## src/rtl/div_iter_pkg.sv

```systemverilog
// rtl/div_iter_pkg.sv - shared widths, state encodings and handshake constants for div_iter
package div_iter_pkg;

  localparam int RegBus       = 32;
  localparam int DoubleRegBus = 64;

  localparam logic [RegBus-1:0] ZeroWord = '0;

  localparam logic [1:0] DivFree   = 2'b00;
  localparam logic [1:0] DivByZero = 2'b01;
  localparam logic [1:0] DivOn     = 2'b10;
  localparam logic [1:0] DivEnd    = 2'b11;

  localparam logic DivResultReady    = 1'b1;
  localparam logic DivResultNotReady = 1'b0;
  localparam logic DivStart          = 1'b1;
  localparam logic DivStop           = 1'b0;

endpackage

```

## src/rtl/div_step.sv

```systemverilog
// rtl/div_step.sv - one combinational restoring-division iteration (shift, trial subtract)
module div_step #(
  parameter int DATA_W = 32
) (
  input  logic [DATA_W-1:0] rem,
  input  logic [DATA_W-1:0] dq,
  input  logic [DATA_W-1:0] divisor,
  output logic [DATA_W-1:0] next_rem,
  output logic [DATA_W-1:0] next_dq,
  output logic              q_bit
);

  logic [DATA_W:0] partial;
  logic [DATA_W:0] diff;

  // rem < divisor always holds, so the top bit of the DATA_W+1 difference is the borrow
  assign partial  = {rem, dq[DATA_W-1]};
  assign diff     = partial - {1'b0, divisor};
  assign q_bit    = ~diff[DATA_W];
  assign next_rem = q_bit ? diff[DATA_W-1:0] : partial[DATA_W-1:0];
  assign next_dq  = {dq[DATA_W-2:0], q_bit};

endmodule

```

## src/rtl/div_iter.sv

```systemverilog
// rtl/div_iter.sv - iterative radix-2 DIV/DIVU unit; DIV_ZERO_FLAG_EN adds by_zero_o
module div_iter
  import div_iter_pkg::*;
#(
  parameter int DATA_W = RegBus
) (
  input  logic                clk,
  input  logic                rst,
  input  logic                signed_i,
  input  logic [DATA_W-1:0]   opdata1_i,
  input  logic [DATA_W-1:0]   opdata2_i,
  input  logic                start_i,
  input  logic                annul_i,
  output logic [2*DATA_W-1:0] result_o,
  output logic                ready_o
`ifdef DIV_ZERO_FLAG_EN
  ,
  output logic                by_zero_o
`endif
);

  localparam int CNT_W = $clog2(DATA_W);

  logic [1:0]        state;
  logic [CNT_W-1:0]  cnt;
  logic [DATA_W-1:0] rem;
  logic [DATA_W-1:0] dq;
  logic [DATA_W-1:0] divisor;
  logic              signed_q;
  logic              sign_a;
  logic              sign_b;
`ifdef DIV_ZERO_FLAG_EN
  logic              zero_div;
`endif

  logic [DATA_W-1:0] next_rem;
  logic [DATA_W-1:0] next_dq;
  logic              q_bit;
  logic [DATA_W-1:0] abs_a;
  logic [DATA_W-1:0] abs_b;
  logic [DATA_W-1:0] fix_q;
  logic [DATA_W-1:0] fix_r;

  div_step #(.DATA_W(DATA_W)) u_step (
    .rem      (rem),
    .dq       (dq),
    .divisor  (divisor),
    .next_rem (next_rem),
    .next_dq  (next_dq),
    .q_bit    (q_bit)
  );

  assign abs_a = (signed_i && opdata1_i[DATA_W-1]) ? -opdata1_i : opdata1_i;
  assign abs_b = (signed_i && opdata2_i[DATA_W-1]) ? -opdata2_i : opdata2_i;
  assign fix_q = (signed_q && (sign_a ^ sign_b)) ? -dq : dq;
  assign fix_r = (signed_q && sign_a) ? -rem : rem;

  always_ff @(posedge clk or negedge rst) begin
    if (!rst) begin
      state    <= DivFree;
      cnt      <= '0;
      rem      <= '0;
      dq       <= '0;
      divisor  <= '0;
      signed_q <= 1'b0;
      sign_a   <= 1'b0;
      sign_b   <= 1'b0;
      result_o <= '0;
      ready_o  <= DivResultNotReady;
`ifdef DIV_ZERO_FLAG_EN
      zero_div  <= 1'b0;
      by_zero_o <= 1'b0;
`endif
    end else begin
      case (state)
        DivFree: begin
          result_o <= '0;
          ready_o  <= DivResultNotReady;
`ifdef DIV_ZERO_FLAG_EN
          by_zero_o <= 1'b0;
`endif
          if (start_i == DivStart && !annul_i) begin
`ifdef DIV_ZERO_FLAG_EN
            zero_div <= (opdata2_i == '0);
`endif
            if (opdata2_i == '0) begin
              state <= DivByZero;
            end else begin
              state    <= DivOn;
              cnt      <= '0;
              rem      <= '0;
              dq       <= abs_a;
              divisor  <= abs_b;
              signed_q <= signed_i;
              sign_a   <= opdata1_i[DATA_W-1];
              sign_b   <= opdata2_i[DATA_W-1];
            end
          end
        end
        DivByZero: begin
          if (annul_i) begin
            state <= DivFree;
          end else begin
            state    <= DivEnd;
            rem      <= '0;
            dq       <= '0;
            signed_q <= 1'b0;
          end
        end
        DivOn: begin
          if (annul_i) begin
            state <= DivFree;
          end else begin
            rem <= next_rem;
            dq  <= next_dq;
            cnt <= cnt + 1'b1;
            if (cnt == CNT_W'(DATA_W - 1))
              state <= DivEnd;
          end
        end
        default: begin
          // result is re-registered every cycle while EX keeps start_i asserted
          if (start_i == DivStart) begin
            result_o <= {fix_r, fix_q};
            ready_o  <= DivResultReady;
`ifdef DIV_ZERO_FLAG_EN
            by_zero_o <= zero_div;
`endif
          end else begin
            state    <= DivFree;
            result_o <= '0;
            ready_o  <= DivResultNotReady;
`ifdef DIV_ZERO_FLAG_EN
            by_zero_o <= 1'b0;
`endif
          end
        end
      endcase
    end
  end

endmodule

```

## config.mk

```make
export PLATFORM = sky130hd
export DESIGN_NAME = div_iter
export DESIGN_NICKNAME = d
export VERILOG_FILES = /design/src/rtl/div_iter_pkg.sv /design/src/rtl/div_step.sv /design/src/rtl/div_iter.sv
export SDC_FILE = /design/constraint.sdc
export NUM_CORES = 1
export LEC_CHECK = 0
export CORE_UTILIZATION = 45
export CTS_CLUSTER_DIAMETER = 150
export CTS_CLUSTER_SIZE = 8
export DETAILED_ROUTE_END_ITERATION = 8
export PLACE_DENSITY = 0.67
export SLEW_MARGIN = 20
export SYNTH_ARGS = -nofsm -noshare
export SYNTH_HDL_FRONTEND = slang
export SYNTH_SLANG_ARGS = --single-unit
```

## constraint.sdc

```tcl
create_clock -name clk -period 5.7 [get_ports clk]
set_input_delay 1.14 -clock clk [delete_from_list [all_inputs] [get_ports clk]]
set_output_delay 1.14 -clock clk [all_outputs]
set_load 0.05 [all_outputs]
```

# Word level (Yosys, flattened, before mapping)
# Cells that the tools add are included.
# word_totals
romBits,0
inputBits,69
wordCells,78
latch_bits,0
ram_bits,0
output_inout_bits,65
memories,0
reg_bits,171
# classes
magnitude_cmp,0
addsub,6
bitwise_logic,3
div,0
n_reduce_logical,17
multipliers,0
shift,0
n_eq_ne,9
muxes,33
# ops
operator,count
32-bit 2-to-1 mux,12
32-bit one-hot mux with 3 select lines,2
32-bit negation,4
64-bit one-hot mux with 2 select lines,1
64-bit 2-to-1 mux,1
33-bit by 32-bit subtractor with 33-bit output,1
32-bit zero test,1
5-bit 2-to-1 mux,3
2-bit 2-to-1 mux,6
5-bit one-hot mux with 2 select lines,1
"2-bit != test, second input constant",4
4-bit AND reduction,2
2-bit one-hot mux with 3 select lines,1
3-bit AND reduction,2
"5-bit by 1-bit adder with 5-bit output, second input constant",1
"5-bit == test, second input constant",1
1-bit logical AND,5
5-bit AND reduction,1
1-bit 2-to-1 mux,4
"4-bit by 1-bit != test with 1-bit output, second input constant",1
1-bit one-hot mux with 2 select lines,2
2-bit nonzero test,2
"3-bit != test, second input constant",1
3-bit nonzero test,1
other kinds (7),8

# Depth between registers and ports, before layout
# depth
word_depth,5
depth_mapped,14
ltp_nobuf,12

# Modules after synthesis
# A second synthesis with hierarchy kept.
# hier_totals
hier_cells,1447
area_unflattened_um2,12134.1
# by_module_without_submodules
module,cells_each,area_per_inst_um2,instances,seq_area_each_um2
div_iter,1110,9535.4,1,4279.1
div_step,337,2598.7,1,0.0

# Worst setup path after synthesis
# OpenSTA, ideal clock, no wires.
# synth_path
path_kind,in2reg
start,input port opdata2_i[0]
end,register dq[0]
setup_time_ps,133
required_ps,5567
slack_ps,2087
path_stages,13
path_buffers,3
arrival_time_ps,3481
cell_sequence,inv_1 -> ha_1 -> nor2b_1 -> and3_1 -> and4_1 -> clkbuf_1 -> nand4b_1 -> a21oi_1 -> nor2_1 -> o21bai_1 -> clkbuf_1 -> clkbuf_1 -> a21oi_1
# synth_between
elab_chain_cells,3
# synth_rtl
element,line_no,text
"start, declared",div_iter.sv:11,"input logic [DATA_W-1:0] opdata2_i,"
32-bit zero test,div_iter.sv:86,if (opdata2_i == '0) begin
2-bit != test (no line),-,
5-bit AND reduction (no line),-,
"end signal, assigned",div_iter.sv:92,dq <= abs_a;
"end signal, assigned",div_iter.sv:115,dq <= next_dq;
"end, declared",div_iter.sv:27,logic [DATA_W-1:0] dq;
# No other way between the ends.
# A chain may end at the register's enable or synchronous reset.

# Final worst setup path
# layout_path
start,register dq[31]
end,register rem[29]
# layout_between
elab_chain_cells,4
# layout_rtl
element,line_no,text
33-bit by 32-bit subtractor with 33-bit output,div_step.sv:18,"assign diff = partial - {1'b0, divisor};"
32-bit 2-to-1 mux,div_step.sv:20,assign next_rem = q_bit ? diff[DATA_W-1:0] : partial[DATA_W-1:0];
32-bit 2-to-1 mux,div_iter.sv:111,if (annul_i) begin
32-bit one-hot mux with 3 select lines,div_iter.sv:75,case (state)
"end signal, assigned",div_iter.sv:114,rem <= next_rem;
"end, declared",div_iter.sv:26,logic [DATA_W-1:0] rem;
# No other way between the ends. The select of a mux whose other input is x is not followed.

==> run summary <==
The flow ran to the end, and the final reports show no timing, DRC or antenna violations. The highest fanout seen on the critical path was 27. Among all flip-flop cells after synthesis, the most frequent one is sky130_fd_sc_hd__dfrtp_1. The tools report the sequential group share of total power as 0.328. The leakage power of the design was 5.803 nW.

Setup violations remaining at the end of the flow were counted as 0. Total power for the finished layout comes to 5.701 mW. The worst hold path passes through 2 cells. The worst setup path is captured at a register. Counting every sink on the clock net gives 171.

For the placed instance count, the log shows 1742. The logs give 0.01124 mm² for the cell area after synthesis and 1549 for the net count of the finished layout. The Yosys step of the flow raised 0 warnings. The clock slew at the register clock pins of the worst setup and hold paths was 0.07 ns; the number of cell rows was 57.

The logs give 0.3678 for the worst slew margin relative to its limit and 0 for the final count of hold timing violations. The floorplan core area is 0.02439 mm². The number of instances in the synthesized netlist is 1344. The worst-case IR drop observed on VDD is 0.2470 mV.

The async set-reset flop share out of synthesis was 1.000; the number of antenna cells inserted was 0. For the number of antenna-violating nets in the routed design, the log shows 0. The register bit count reported by yosys came out at 171. The sort of element at the start of the critical path was a register. In this run the vertical extent of the chip is 160.0 µm. The tools report the sequential-to-total area share from yosys stat as 0.3807.

Number of antenna violations at the first check in global routing: 0. Share of post-route cells with drive strength above 1: 0.04276. The highest achievable clock rate was 240.8 MHz; the maximum root-to-sink buffer count was 2. The switching power as a share of total power is 0.4545, and the data required time at the worst endpoint is 6.04 ns. The tree is rooted in a sky130_fd_sc_hd__clkbuf_16. The congestion estimate from routability-driven global placement came to 0.8508. First element of the critical path: dq[31]$_DFFE_PN0P_.

The logic depth of the worst register-to-register path is 13, and the horizontal die dimension is 160.0 µm. Input and output buffers added on the ports amount to 133. The post-route clock period utilization is 0.7286, and the half-perimeter wire length of the detailed placement result is 20840 µm. The launch instance of the worst min-delay path was divisor[18]$_DFFE_PN0P_. The number of buffers created by CTS was 17; the violation count after the first detailed-routing iteration was 576.

The power density over the cells was 426.3 mW/mm²; the via count was 9759. The worst-case hold path end point was divisor[18]$_DFFE_PN0P_. The cell-internal power was 3.110 mW; the number of vias per cell was 5.501. The run gives 1.55 ns as the worst-case register-to-register setup slack. The critical path in this run is classified as reg2reg. For this design the top-level I/O count stands at 134. Setup repair after global routing left no endpoint under its margin.

The global-route usage over all layers is 0.2233, and the number of flops mapped to enable cells by yosys is 0. In this run, post-CTS repair resized a total of 0 instances. The number of maximum-capacitance violations is 0, and the largest net degree at the start of global routing is 79.

The class of the worst hold path was reg2reg. For the final routed database, the setup TNS stands at 0 ns. The netlist uses 61 different library cells. For the pin with the worst max-slew slack, the measured transition is 0.9460 ns.

The initial standard-cell utilization of the core came out at 0.4608. The startpoint identified for the worst register-to-register timing path is dq[31]$_DFFE_PN0P_. For the clock insertion delay at the later pin of the skew report, the log shows 0.43 ns. The tools report the number of design rule violations left after detail routing as 0. Number of global-route vias before repair: 9172. For the worst setup path, the data arrival time is 4.49 ns.

The routed length per instance is 15.78 µm, and the clock share of power is 0.194. After global routing the overflow that remains totals 0. The first global-routing pass estimated 46580 µm of wire. The run gives 0 as the final max-slew violation count.

Before antenna repair, the detailed router went through 5 iterations. When the netlist entered floorplanning its net count stood at 1456. Combinational cell fraction of total power: 0.479. The synthesized area divided by synthesized cell count is 8.363 µm², and the post-CTS repair timing setup buffer count is 0.

The die area is 0.02561 mm². Setup clock skew after layout: 0.01135 ns. The area added between synthesis and finish is 18.99%. The tools report the total number of H-tree levels as 4. The worst register-to-register path ends at rem[29]$_DFFE_PN0P_. The finished layout holds 1774 standard cells, fillers aside. TritonCTS built the clock tree.

The analysis attributes to net switching a power of 2.591 mW. Wires add up to 28000 µm. In this run, post-CTS hold repair placed 0 buffers. For the finished layout, the period the worst path requires is 4.153 ns.
-- worst max-delay path, stage by stage, from the launching register on --
cell                        delay (ns)
sky130_fd_sc_hd__dfrtp_1          0.47
sky130_fd_sc_hd__inv_1            0.10
sky130_fd_sc_hd__ha_1             0.23
sky130_fd_sc_hd__fa_1             0.40
sky130_fd_sc_hd__nor2b_1          0.19
sky130_fd_sc_hd__o2111ai_1        0.19
sky130_fd_sc_hd__a41oi_1          0.36
sky130_fd_sc_hd__o2111ai_1        0.19
sky130_fd_sc_hd__a31oi_1          0.41
sky130_fd_sc_hd__a21oi_1          0.31
sky130_fd_sc_hd__xnor2_4          0.19
sky130_fd_sc_hd__buf_4            0.41
sky130_fd_sc_hd__nand2_1          0.28
sky130_fd_sc_hd__o31ai_1          0.29
-- logic make-up after synthesis --
group,share of synthesized area
AND/OR/NAND/NOR,0.1705
flip-flops,0.3807
XOR/XNOR,0.1160
buffers and inverters,0.04598
adder cells (fa/ha/maj),0.04854
AO/OA/AOI/OAI,0.2132
multiplexers,0.02505
-- cells in the mapped netlist (all sizes together), types with 8 or more instances --
cell type  count  area share
nand2        196       0.065
and3          10      0.0056
o31ai         12      0.0089
a21o          14      0.0094
inv           65       0.022
dfrtp        171        0.38
buf           11      0.0046
a22oi         19       0.013
nor4          17      0.0095
clkbuf        58       0.019
a31oi         14      0.0078
and2          11      0.0061
o21ai        175       0.078
nand3         12      0.0053
ha            42       0.047
nor2          90       0.030
nor3          24       0.011
mux2i         27       0.024
nand2b        16      0.0089
xnor2         65       0.051
a32oi          8      0.0062
o211ai         9      0.0060
or4           12      0.0094
a21oi        104       0.046
xor2          83       0.065
-- power groups by stage --
stage                     clock network, mW  registers (mW)  logic, mW
after floorplan                           0            2.19       1.64
after global placement                    0            1.87       2.69
after detailed placement                  0            1.89       2.73
after CTS                              1.13            1.86       2.74
after global routing                   1.18            1.91       3.03
final                                  1.10            1.87       2.73
-- routing by layer --
layer,global-route usage,share of wire,vias up
met5,0,0,-
met2,0.3530,0.45,240
li1,-,-,4901
met4,0.06320,0.017,0
met3,0.03766,0.041,29
met1,0.3140,0.49,4589
-- registers in the layout, indices dropped and copies added, names as in the netlist --
signal    count
cnt           5
state         2
sign_a        1
sign_b        1
rem          32
signed_q      1
result_o     64
ready_o       1
divisor      32
dq           32
-- area by class of cell --
cell class	count	area, µm²
fillers	2342	11020
multi-input cells	1038	6475
flip-flops and latches	171	4279
repair buffers	143	1408
clock buffers	19	452.9
well taps	324	405.4
inverters	66	247.7
clock inverters	13	106.4
-- worst max-delay path by stage --
stage | end | slack [ns] | depth (start not counted)
global route | dq[30]$_DFFE_PN0P_ | 1.35 | 12
global placement | dq[30]$_DFFE_PN0P_ | 1.26 | 10
finish | rem[29]$_DFFE_PN0P_ | 1.55 | 13
detailed placement | dq[30]$_DFFE_PN0P_ | 1.19 | 12
CTS | rem[29]$_DFFE_PN0P_ | 1.59 | 13
floorplan | dq[0]$_DFFE_PN0P_ | 2.09 | 13
-- stage by stage --
step	hold slack, ns	area, µm²	setup slack [ns]	utilization
finish	0.4822	13370	1.547	0.5483
global route	0.5094	13370	1.352	0.5483
CTS	0.4876	13370	1.593	0.5483
detailed placement	0.4726	12810	1.187	0.5253
global placement	0.4649	12810	1.259	0.5253
floorplan	0.4498	11240	2.087	-
-- cells in the final DEF, fill, tap and decap left out, types with 14 or more instances in the layout --
master	instances
sky130_fd_sc_hd__mux2i_1	27
sky130_fd_sc_hd__nor2_1	89
sky130_fd_sc_hd__inv_1	65
sky130_fd_sc_hd__nor4_1	17
sky130_fd_sc_hd__ha_1	41
sky130_fd_sc_hd__a22oi_1	19
sky130_fd_sc_hd__o21ai_1	25
sky130_fd_sc_hd__clkbuf_16	17
sky130_fd_sc_hd__a31oi_1	14
sky130_fd_sc_hd__xnor2_1	64
sky130_fd_sc_hd__a21oi_1	104
sky130_fd_sc_hd__nand2_1	196
sky130_fd_sc_hd__nand2b_1	16
sky130_fd_sc_hd__xor2_1	83
sky130_fd_sc_hd__a21o_1	14
sky130_fd_sc_hd__o21ai_0	150
sky130_fd_sc_hd__nor3_1	24
sky130_fd_sc_hd__clkdlybuf4s50_1	132
sky130_fd_sc_hd__dfrtp_1	171
(Power assumes the default switching activity.)
